==> config.mk <==
export PLATFORM = sky130hd
export DESIGN_NAME = adder_seq_ctrl
export DESIGN_NICKNAME = d
export VERILOG_FILES = /design/src/rtl/adder_seq_ctrl.sv
export SDC_FILE = /design/constraint.sdc
export NUM_CORES = 1
export LEC_CHECK = 0
export BUFFER_PORTS_ARGS = -buffer_cell sky130_fd_sc_hd__buf_2
export CAP_MARGIN = 20
export CORE_ASPECT_RATIO = 0.8
export CORE_MARGIN = 3
export CORE_UTILIZATION = 50
export CTS_CLUSTER_SIZE = 28
export DETAILED_ROUTE_END_ITERATION = 7
export PLACE_DENSITY = 0.86
export SYNTH_ARGS = -nofsm -noshare
export SYNTH_HDL_FRONTEND = slang
export SYNTH_SLANG_ARGS = --single-unit
export TNS_END_PERCENT = 1
==> constraint.sdc <==
create_clock -name clk -period 1.7 [get_ports clk]
set_input_delay 0.085 -clock clk [delete_from_list [all_inputs] [get_ports clk]]
set_output_delay 0.085 -clock clk [all_outputs]
set_load 0.01 [all_outputs]
==> src/rtl/adder_seq_ctrl.sv <==
// adder_seq_ctrl: multi-byte add/subtract sequencer for an external 8-bit
// combinational ripple-carry adder. Operands are fed to the adder one byte per
// cycle, LSB first, and the adder's carry-out is fed back as the next byte's
// carry-in. The full-width result is presented through a valid/ready handshake.
// Optional feature macro: ADDSEQ_SAT_EN. When it is defined, a result with
// signed overflow saturates when it is captured.
module adder_seq_ctrl #(
    parameter int NBYTES = 2
) (
    input  logic                clk,
    input  logic                rst,
    input  logic                in_valid,
    output logic                in_ready,
    input  logic [8*NBYTES-1:0] in_a,
    input  logic [8*NBYTES-1:0] in_b,
    input  logic                in_sub,
    output logic [7:0]          add_a,
    output logic [7:0]          add_b,
    output logic                add_cin,
    input  logic [7:0]          add_sum,
    input  logic                add_cout,
    input  logic                add_ovf,
    output logic                out_valid,
    input  logic                out_ready,
    output logic [8*NBYTES-1:0] out_sum,
    output logic                out_cout,
    output logic                out_ovf,
    output logic                busy
);

    localparam int W    = 8 * NBYTES;
    localparam int IDXW = (NBYTES > 1) ? $clog2(NBYTES) : 1;

    typedef enum logic [1:0] {
        ST_IDLE = 2'd0,
        ST_RUN  = 2'd1,
        ST_DONE = 2'd2
    } state_t;

    state_t            r_state;
    state_t            w_state_next;
    logic [IDXW-1:0]   r_idx;
    logic [W-1:0]      r_a;
    logic [W-1:0]      r_b;
    logic              r_sub;
    logic              r_carry;
    logic [W-1:0]      r_res;
    logic              r_cout;
    logic              r_ovf;

    logic              w_accept;
    logic              w_last;
    logic [7:0]        w_a_byte;
    logic [7:0]        w_b_byte;
    logic [W-1:0]      w_res_next;
    logic [W-1:0]      w_res_cap;

    // in_ready is held low while rst is asserted, so nothing is accepted at a reset edge.
    assign in_ready  = (r_state == ST_IDLE) & ~rst;
    assign w_accept  = in_valid & in_ready;
    assign w_last    = (r_idx == IDXW'(NBYTES - 1));
    assign out_valid = (r_state == ST_DONE);
    assign busy      = (r_state == ST_RUN) | (r_state == ST_DONE);
    assign out_sum   = r_res;
    assign out_cout  = r_cout;
    assign out_ovf   = r_ovf;

    // State register: synchronous reset returns to IDLE.
    always_ff @(posedge clk) begin
        if (rst) begin
            r_state <= ST_IDLE;
        end else begin
            r_state <= w_state_next;
        end
    end

    // Next-state logic: IDLE -> RUN on accept, RUN -> DONE after the last byte, DONE -> IDLE on handshake.
    always_comb begin
        w_state_next = r_state;
        case (r_state)
            ST_IDLE: begin
                if (w_accept) begin
                    w_state_next = ST_RUN;
                end else begin
                    w_state_next = ST_IDLE;
                end
            end
            ST_RUN: begin
                if (w_last) begin
                    w_state_next = ST_DONE;
                end else begin
                    w_state_next = ST_RUN;
                end
            end
            ST_DONE: begin
                if (out_ready) begin
                    w_state_next = ST_IDLE;
                end else begin
                    w_state_next = ST_DONE;
                end
            end
            default: begin
                w_state_next = ST_IDLE;
            end
        endcase
    end

    // Select the current operand bytes, and merge the adder's sum into the result at byte idx.
    always_comb begin
        w_a_byte   = 8'd0;
        w_b_byte   = 8'd0;
        w_res_next = r_res;
        for (int i = 0; i < NBYTES; i++) begin
            if (r_idx == IDXW'(i)) begin
                w_a_byte              = r_a[i*8 +: 8];
                w_b_byte              = r_b[i*8 +: 8];
                w_res_next[i*8 +: 8]  = add_sum;
            end else begin
                w_a_byte              = w_a_byte;
                w_b_byte              = w_b_byte;
                w_res_next[i*8 +: 8]  = r_res[i*8 +: 8];
            end
        end
    end

    // Value written to the result register on a RUN edge (optionally saturated on the final byte).
    always_comb begin
        w_res_cap = w_res_next;
`ifdef ADDSEQ_SAT_EN
        if (w_last && add_ovf) begin
            if (r_a[W-1]) begin
                w_res_cap = {1'b1, {(W-1){1'b0}}};
            end else begin
                w_res_cap = {1'b0, {(W-1){1'b1}}};
            end
        end else begin
            w_res_cap = w_res_next;
        end
`else
        w_res_cap = w_res_next;
`endif
    end

    // Adder drive: the selected bytes in RUN (B inverted for subtract), zeros in all other states.
    always_comb begin
        add_a   = 8'd0;
        add_b   = 8'd0;
        add_cin = 1'b0;
        case (r_state)
            ST_RUN: begin
                add_a   = w_a_byte;
                add_b   = w_b_byte ^ {8{r_sub}};
                add_cin = r_carry;
            end
            ST_IDLE, ST_DONE: begin
                add_a   = 8'd0;
                add_b   = 8'd0;
                add_cin = 1'b0;
            end
            default: begin
                add_a   = 8'd0;
                add_b   = 8'd0;
                add_cin = 1'b0;
            end
        endcase
    end

    // Datapath registers: latch operands on accept, then capture one byte of the result per RUN cycle.
    always_ff @(posedge clk) begin
        if (rst) begin
            r_idx   <= '0;
            r_a     <= '0;
            r_b     <= '0;
            r_sub   <= 1'b0;
            r_carry <= 1'b0;
            r_res   <= '0;
            r_cout  <= 1'b0;
            r_ovf   <= 1'b0;
        end else begin
            case (r_state)
                ST_IDLE: begin
                    if (w_accept) begin
                        r_a     <= in_a;
                        r_b     <= in_b;
                        r_sub   <= in_sub;
                        r_idx   <= '0;
                        // For subtract, the initial carry-in of 1 completes the two's complement of B.
                        r_carry <= in_sub;
                    end
                end
                ST_RUN: begin
                    r_res   <= w_res_cap;
                    r_carry <= add_cout;
                    if (w_last) begin
                        r_cout <= add_cout;
                        r_ovf  <= add_ovf;
                    end else begin
                        r_idx  <= r_idx + IDXW'(1);
                    end
                end
                ST_DONE: begin
                    r_res <= r_res;
                end
                default: begin
                    r_idx <= '0;
                end
            endcase
        end
    end

endmodule

Word level (Yosys, flattened, before mapping)

Index checks and enable logic that the tools add are counted.

Muxes and demuxes: 14
Add/subtract/negate cells: 1
Bitwise gates (word level): 7
Equality and inequality tests: 3
Reduce and logical (&&, ||, !) cells: 7

Operators with widths:

| operator                                                         | count |
|---|---|
| 8-bit two-way mux                                                | 4 |
| 2-bit AND reduction                                              | 5 |
| 8-bit XOR                                                        | 1 |
| 2-bit one-hot mux with 3 select lines                            | 1 |
| 1-bit two-way mux                                                | 5 |
| 2-bit two-way mux                                                | 2 |
| 1-bit NOT                                                        | 3 |
| 1-bit one-hot mux with 3 select lines                            | 1 |
| 1-bit AND                                                        | 2 |
| 2-bit by 1-bit == test with 1-bit output (second input constant) | 1 |
| 2-bit == test (second input constant)                            | 1 |
| 2-bit logical NOT                                                | 1 |
| 2-bit inequality test (second input constant)                    | 1 |
| 1-bit one-hot mux with 2 select lines                            | 1 |
| 2-bit nonzero test                                               | 1 |
| 1-bit adder (second input constant)                              | 1 |
| 1-bit OR                                                         | 1 |

Register bits after elaboration: 55
Output and inout port bits: 38
Word-level logic and storage cells: 42

Logic depth before layout (Yosys ltp)

Gate-level depths: netlist (run 1).

Word-level depth: 5
Gate-level depth with buffers: 7
Depth with buffers taken out: 5

Least setup slack after synthesis (run 1)

OpenSTA, ideal clock, no wires.

Path kind: register to output
From: register r_state[1]
To: output add_a[6]
Arrival: 1.178 ns
Slack: 0.437 ns
Cell stages (with the launch flop): 6
Buffers on the path: 2
Required time: 1.615 ns
Path through: dfxtp_1 > inv_1 > ha_1 > buf_4 > clkbuf_1 > nor2b_1

Longest elaborated chain between the ends: 2

RTL lines:

| element                                  | line | RTL |
|---|---|---|
| start, declared                          | 40   | `state_t r_state;` |
| start signal, assigned                   | 73   | `r_state <= w_state_next;` |
| 2-bit by 1-bit == test with 1-bit output | 149  | `case (r_state)` |
| 8-bit two-way mux                        | 149  |  |
| end, declared                            | 17   | `output logic [7:0] add_a,` |

Every way passes these cells.

Worst setup path in the final report (run 1)

From: register r_idx
To: output add_b[3]

Longest elaborated chain between the ends: 3

RTL lines:

| element                | line | RTL |
|---|---|---|
| start, declared        | 42   | `logic [IDXW-1:0] r_idx;` |
| start signal, assigned | 198  | `r_idx <= r_idx + IDXW'(1);` |
| 8-bit two-way mux      | 114  | `if (r_idx == IDXW'(i)) begin` |
| 8-bit XOR              | 152  | `add_b = w_b_byte ^ {8{r_sub}};` |
| 8-bit two-way mux      | 149  |  |
| end, declared          | 18   | `output logic [7:0] add_b,` |

Every way passes these cells.

==> flow_summary.ini, run 1 <==
[status]
outcome = finished, final reports clean

[power]
finalPower_w = 0.00255
powerDensity_nw_per_um2 = 821
p_leak_nw = 1.43
irDropWorstVdd_uv = 426

[sta]
hold_slack_ps = 12.2
min_period_over_period_pct = 93.0
worstMarginPinSlew_ps = 480
rsz0062_at_grt = false
fmax_ghz = 0.633
hold_viol_final = 0
fin_tns_setup_ps = 0
relSlewSlack_pct = 67.9
slew_viol_final = 0
fin_skew_ps = 4.39
min_period_ps = 1580
setup_viol = 0
setup_slack_ps = 119

[detailed_routing]
via_per_inst = 5.05
wl_per_cell_um = 13.2
wirelength_um = 5730
drt-pass1-iter-count = 4
drt.antenna.violating_nets = 0
num_vias = 2185
drtIter0Drc = 109
drc = 0

[synth]
syn_area_um2 = 2550
yosysWarnings = 0
syn_area_per_cell_um2 = 8.61
synth_fp_nets = 347
ys_types = 28
netlist_instances = 296
ys_ff_latch = 55
synth.yosys.seq_area_share_pct = 43.2

[finish]
n_antenna_cell = 0
regArea_um2 = 1100
final_cell_mix = buf_2, dfxtp_1, inv_1, nand2_1, nand3b_1
multi_input_area_um2 = 1190
final_util_pct = 65.2
final_common_cell = buf_2
fin_nets = 424
layout-drive-gt1-share_pct = 29.8
syn_to_final_growth_pct = 21.9
fill_cells = 430

[floorplan]
core-area_um2 = 4760
dieArea_um2 = 5990
die_height_um = 69.8
die_w_um = 85.8
rows = 22
io_pins = 85
initial_core_util_pct = 53.5

[setup_path]
cp_max_fo = 8
worstSetupStartpointType = register
crit_arrival_ps = 1500
critPathCaptureType = output port
worstSetupPathType = reg2out
cp.required_ps = 1620

[grt]
track_usage_pct = 19.2
grt_max_degree = 68
grt_pass1_vias = 2054
antenna_found_initial = 0
grt_pass1_wl_um = 9360
overflow = 0

[clocking]
cts.sinks = 55
post_cts_buffers = 0
cts_tree = built
cts-root-buf = clkbuf_8
numCtsBuffers = 5
clock_latency_ps = 300
clk_path_buf_depth = 2
htreeDepth = 2
clk_pin_slew_ps = 90

[placement]
dp_hpwl_um = 4030
gp_congestion = 0.819
io_buffer_count = 84
detailedPlace.worstSlack_ps = 234

[worst_hold_path]
worstHoldPathType = in2reg

[flow_run]
maxCapViolations = 0
Yosys cell counts:
cell / n / area share (%)
nand2_2: 1 / 0.25
nor3_1: 2 / 0.39
nor2b_1: 9 / 2.2
a211oi_1: 1 / 0.29
nand3b_1: 33 / 9.7
a2111oi_2: 1 / 0.59
nand2b_1: 1 / 0.25
dfxtp_1: 55 / 43
nor2_1: 1 / 0.15
o21ai_1: 27 / 5.3
ha_1: 4 / 2.0
nor2b_4: 1 / 0.54
buf_2: 6 / 1.2
mux2i_1: 16 / 6.3
nor3b_1: 1 / 0.29
buf_6: 7 / 3.1
inv_1: 37 / 5.5
a21oi_1: 21 / 4.1
clkbuf_1: 7 / 1.0
xnor2_1: 8 / 2.8
and2_4: 1 / 0.34
buf_4: 1 / 0.29
or3b_1: 1 / 0.34
nand2_1: 37 / 5.5
nand3b_2: 1 / 0.44
and2_1: 9 / 2.2
o21ai_2: 3 / 1.0
o21ai_0: 4 / 0.79
metrics by stage:
step / cells / instance area [um^2]
global placement: 425 / 2960
detailed placement: 425 / 2960
finish: 433 / 3100
CTS: 433 / 3060
floorplan: 296 / 2550
global route: 433 / 3100
worst paths after layout:
| check | cells after the start | startpoint | end | slack (ps) |
|---|---|---|---|---|
| worst max-delay path | 5 | r_idx | add_b[3] | 120 |
| worst min-delay path | 3 | in_a[5] | r_a[5] | 10 |
| worst max register to register | 5 | r_state[0] | r_idx | 210 |
| worst min register to register | 2 | out_sum[12] | out_sum[12] | 460 |
where the power goes:
group | switching, W | internal (W) | leakage [nW] | total (W)
clock network | 0.000404 | 0.000321 | 0.0470 | 0.000724
registers | 0.0000532 | 0.00137 | 0.451 | 0.00142
logic | 0.000204 | 0.000200 | 0.929 | 0.000404
sequential cells by signal, summed over array words and instances, names as in the netlist:
register and flops:
r_b 16, r_carry 1, r_idx 1, out_cout 1
out_ovf 1, out_sum 16, r_state 2, r_sub 1
r_a 16
logic make-up (layout without fill, tap and decap cells):
| logic type | Yosys count | after routing | synth area share (%) |
|---|---|---|---|
| AO/OA/AOI/OAI | 57 | 57 | 12.1 |
| XOR/XNOR | 8 | 8 | 2.75 |
| adder cells (fa/ha/maj) | 4 | 4 | 1.96 |
| buffers and inverters | 58 | 135 | 11.1 |
| flip-flops | 55 | 55 | 43.2 |
| multiplexers | 16 | 16 | 6.29 |
| AND/OR/NAND/NOR | 98 | 98 | 22.6 |
repair_timing:
action / CTS / global route
resized for setup: 1 / 11
hold buffers: 1 / 0
endpoints found under the hold margin: 1 / 0
endpoints found under the setup margin: 12 / 12
final cells by class:
cell class                      instances  area share, %
Multi-Input combinational cell        183           38.4
Sequential cell                        55           35.5
Timing Repair Buffer                   91           16.4
Inverter                               37           4.47
Clock buffer                            6           2.66
Tap cell                               60           2.42
Clock inverter                          1          0.161
worst max-delay path, cell delays in order, from the launching register on:
cell and delay (ps):
dfxtp_2 380, buf_6 160, mux2i_2 250, xnor2_1 130, and2_1 150, buf_2 130
layer usage:
| layer | wire (um) | track usage, % | vias up | part of all wire, % |
|---|---|---|---|---|
| li1 | - | - | 1106 | - |
| met1 | 2560 | 24.4 | 1007 | 45 |
| met4 | 57 | 6.33 | 0 | 1.0 |
| met5 | 0 | 0 | - | 0 |
| met3 | 385 | 5.23 | 6 | 6.7 |
| met2 | 2720 | 31.3 | 66 | 48 |
Power figures use the tool's default switching activity.
==> inputs of run 2 (changes only) <==
Settings changed: CORE_MARGIN 3 to 4, GPL_ROUTABILITY_DRIVEN set to 0, SETUP_SLACK_MARGIN set to 0.4.
==> flow_summary.ini, run 2 (synthesized netlist as in run 1, its figures left out) <==
[status]
outcome = finished, final reports clean

[detailed_routing]
drt.antenna.violating_nets = 0
wl_per_cell_um = 12.9
num_vias = 2157
via_per_inst = 4.91
wirelength_um = 5680
drt-pass1-iter-count = 4
drc = 0
drtIter0Drc = 110

[setup_path]
cp.required_ps = 1620
crit_arrival_ps = 1440
r2r_cells = 5
worstSetupPathType = reg2out
worstSetupStartpointType = register
critPathCaptureType = output port
cp_max_fo = 7

[sta]
rsz0062_at_grt = true
setup_viol = 0
min_period_over_period_pct = 89.5
setup_slack_ps = 178
worstMarginPinSlew_ps = 490
hold_viol_final = 0
fin_skew_ps = 1.61
fmax_ghz = 0.657
min_period_ps = 1520
relSlewSlack_pct = 67.3
slew_viol_final = 0
fin_tns_setup_ps = 0

[floorplan]
die_w_um = 87.8
initial_core_util_pct = 53.5
die_height_um = 71.8
dieArea_um2 = 6310
core-area_um2 = 4760
rows = 22
io_pins = 85

[grt]
overflow = 0
grt_max_degree = 67
antenna_found_initial = 0
grt_pass1_vias = 2021
track_usage_pct = 17.7
grt_pass1_wl_um = 8910

[power]
clkPwrFrac_pct = 32.8
p_leak_nw = 1.47
power_frac_seq_pct = 52.1
powerDensity_nw_per_um2 = 854
switchingPower_w = 0.000670
combPwrFrac_pct = 15.0
finalPower_w = 0.00272
irDropWorstVdd_uv = 535
power.internal_w = 0.00205
swShare_pct = 24.6

[clocking]
cts-root-buf = clkbuf_8
clk_pin_slew_ps = 90
cts_tree = built
htreeDepth = 2
numCtsBuffers = 5
clock_latency_ps = 310
cts.sinks = 55
clk_path_buf_depth = 2

[finish]
final_common_cell = buf_2
final_cell_mix = buf_2, dfxtp_1, inv_1, nand2_1, nand3b_1
n_antenna_cell = 0
final_util_pct = 66.8
layout-drive-gt1-share_pct = 29.8
fill_cells = 405
design_area_um2 = 3180
fin_nets = 429
syn_to_final_growth_pct = 25.0

[placement]
dp_hpwl_um = 3900
detailedPlace.worstSlack_ps = 308
io_buffer_count = 84
dpl_cell_area_um2 = 2970

[worst_hold_path]
min_path_cells = 3
worstHoldPathType = in2reg

[flow_run]
maxCapViolations = 0
[run 2: power groups by stage]
stage	Clock, W	Sequential (W)	Combinational (W)
2_1_floorplan	0	0.00143	0.000270
3_3_place_gp	0	0.00144	0.000377
3_5_place_dp	0	0.00145	0.000386
4_1_cts	0.000909	0.00142	0.000403
5_1_grt	0.000950	0.00143	0.000456
6_report	0.000892	0.00142	0.000409
[run 2: area by class of cell]
class / count / area [um^2] / share of cell area [%]
Tap cell: 60 / 75.1 / 2.36
Timing Repair Buffer: 96 / 562 / 17.6
Clock inverter: 2 / 35.0 / 1.10
Sequential cell: 55 / 1110 / 34.7
Multi-Input combinational cell: 183 / 1180 / 37.2
Clock buffer: 6 / 82.6 / 2.59
Inverter: 37 / 139 / 4.36
[run 2: per-stage QoR]
step | hold WS, ps | std cells
floorplan | 221 | 296
global placement | 327 | 425
detailed placement | 334 | 425
CTS | 1.89 | 439
global route | 12.5 | 439
finish | 7.27 | 439
[run 2: worst paths after layout]
| kind | from | to | slack (ps) |
|---|---|---|---|
| worst min-delay path | in_b[11] | r_b[11] | 7 |
| worst max register to register | r_state[0] | r_idx | 270 |
| worst min register to register | out_sum[3] | out_sum[3] | 460 |
| worst max-delay path | r_idx | add_b[2] | 180 |
[run 2: worst max-delay path, cell delays in order (launching register included)]
cell and delay (ps):
dfxtp_4 380, buf_12 130, mux2i_2 210, xnor2_1 140, and2_1 140, buf_2 120
[run 2: what timing repair did]
item | 4_1_cts | 5_1_grt
pin swaps | 2 | 2
setup endpoints to repair | 65 | 74
buffers inserted | 2 | 0
gates resized for setup | 2 | 6
hold endpoints to repair | 4 | 0
hold buffers | 4 | 0
[run 2: per-layer routing]
metal	part of all wire [%]	up-vias	global-route usage [%]
li1	-	1116	-
met2	46	68	28.9
met5	0	-	0
met3	8.0	8	4.83
met4	1.3	0	5.11
met1	44	965	22.7
==> inputs of run 3 (changes only) <==
Settings changed: HOLD_SLACK_MARGIN set to 0.03.
==> flow_summary.ini, run 3 (synthesized netlist as in run 1, its figures left out) <==
[placement]
io_buffer_count = 84
dp_hpwl_um = 3900
dp_cells = 425
dpl_cell_area_um2 = 2970

[sta]
hold_viol_final = 0
fmax_ghz = 0.650
worstMarginPinSlew_ps = 504
relSlewSlack_pct = 66.4
fin_tns_setup_ps = 0
min_period_ps = 1540
rsz0062_at_grt = true
setup_viol = 0
min_period_over_period_pct = 90.5
slew_viol_final = 0
fin_skew_ps = 3.68

[setup_path]
critPathCaptureType = output port
crit_arrival_ps = 1450
worstSetupPathType = reg2out
slowest_stage = dfxtp_4
cp_max_fo = 3
critical_path.cell_chain = buf_12 > mux2i_2 > xnor2_1 > and2_1 > buf_2
cp_num_cells = 5
cpPeakStageDelay_ps = 380
worstSetupStartpointType = register
cp.required_ps = 1620
crit_buf_inv = 2
crit_family = flip-flops
r2r_cells = 6

[detailed_routing]
wirelength_um = 6540
drt-pass1-iter-count = 4
drtIter0Drc = 143
via_per_inst = 4.93
wl_per_cell_um = 13.8
num_vias = 2344
drt.antenna.violating_nets = 0
drc = 0

[power]
combPwrFrac_pct = 17.3
finalPower_w = 0.00279
clkPwrFrac_pct = 31.9
switchingPower_w = 0.000686
swShare_pct = 24.6
p_leak_nw = 1.62
power.internal_w = 0.00210
irDropWorstVdd_uv = 547
powerDensity_nw_per_um2 = 788
power_frac_seq_pct = 50.9

[grt]
grt_pass1_vias = 2277
overflow = 0
antenna_found_initial = 0
grt_max_degree = 67
grt_pass1_wl_um = 10400
track_usage_pct = 20.7

[floorplan]
rows = 22
io_pins = 85
core-area_um2 = 4760
die_w_um = 87.8
initial_core_util_pct = 53.5
die_height_um = 71.8
dieArea_um2 = 6310

[clocking]
clk_path_buf_depth = 2
cts-root-buf = clkbuf_8
htreeDepth = 2
numCtsBuffers = 5
clock_latency_ps = 300
cts.sinks = 55
clk_pin_slew_ps = 90
cts_tree = built

[finish]
multi_input_area_um2 = 1180
final_cells = 475
fill_cells = 339
n_antenna_cell = 0
design_area_um2 = 3540
final_common_cell = buf_2
layout-drive-gt1-share_pct = 28.0
fin_nets = 465
regArea_um2 = 1110
final_cell_mix = buf_2, dfxtp_1, dlygate4sd3_1, inv_1, nand2_1
syn_to_final_growth_pct = 38.9

[worst_hold_path]
min_path_cells = 3
worstHoldPathType = in2reg

[flow_run]
maxCapViolations = 0

[status]
outcome = finished, final reports clean
run 3: cell types whose count changed in the layout (fill, tap and decap cells not counted):
| cell | change |
|---|---|
| buf_4 | +1 |
| dlygate4sd3_1 | +35 |
| mux2i_1 | -1 |
| mux2i_2 | +2 |
| mux2i_4 | -1 |
| nand2b_1 | -1 |
| nand2b_2 | +1 |
run 3: worst paths after layout:
path	slack [ps]	endpoint	from
setup / recovery	160	add_b[7]	r_idx
hold / removal	40	r_b[1]	in_b[1]
setup reg to reg	250	r_b[6]	r_state[0]
hold reg to reg	460	out_sum[11]	out_sum[11]
run 3: repair_timing:
item / CTS / global route
cloned: 0 / 0
resized for setup: 2 / 7
pin swaps: 2 / 2
hold buffers: 39 / 0
endpoints found under the hold margin: 46 / 0
endpoints found under the setup margin: 65 / 75
buffers inserted: 2 / 1
run 3: layout make-up:
class / instances / share of cell area [%]
Timing Repair Buffer: 132 / 26.0
Clock inverter: 2 / 0.990
Clock buffer: 6 / 2.33
Tap cell: 60 / 2.12
Sequential cell: 55 / 31.3
Inverter: 37 / 3.93
Multi-Input combinational cell: 183 / 33.4
run 3: power by group through the flow:
stage	clock network, W	registers, W	logic, W
after CTS	0.000909	0.00142	0.000464
after floorplan	0	0.00143	0.000270
after global routing	0.000950	0.00143	0.000532
final	0.000888	0.00142	0.000482
after detailed placement	0	0.00145	0.000386
after global placement	0	0.00144	0.000377
run 3: per-stage QoR:
stage,utilization [%],setup slack [ps],hold slack [ps]
after global routing,74.3,115,44.2
after floorplan,-,437,221
after detailed placement,62.4,308,334
after CTS,73.7,169,34.1
final,74.3,162,43.3
after global placement,62.4,363,327
run 3: metal layers:
| layer | track usage [%] | routed length, um | vias up |
|---|---|---|---|
| met5 | 0 | 0 | - |
| met2 | 34.4 | 3190 | 82 |
| met1 | 25.9 | 2740 | 1058 |
| li1 | - | - | 1191 |
| met4 | 7.67 | 120 | 0 |
| met3 | 5.06 | 484 | 13 |
run 3: worst min-delay path, stage by stage:
cell     delay [ps]
buf_2           100
inv_1            70
o21ai_2          60
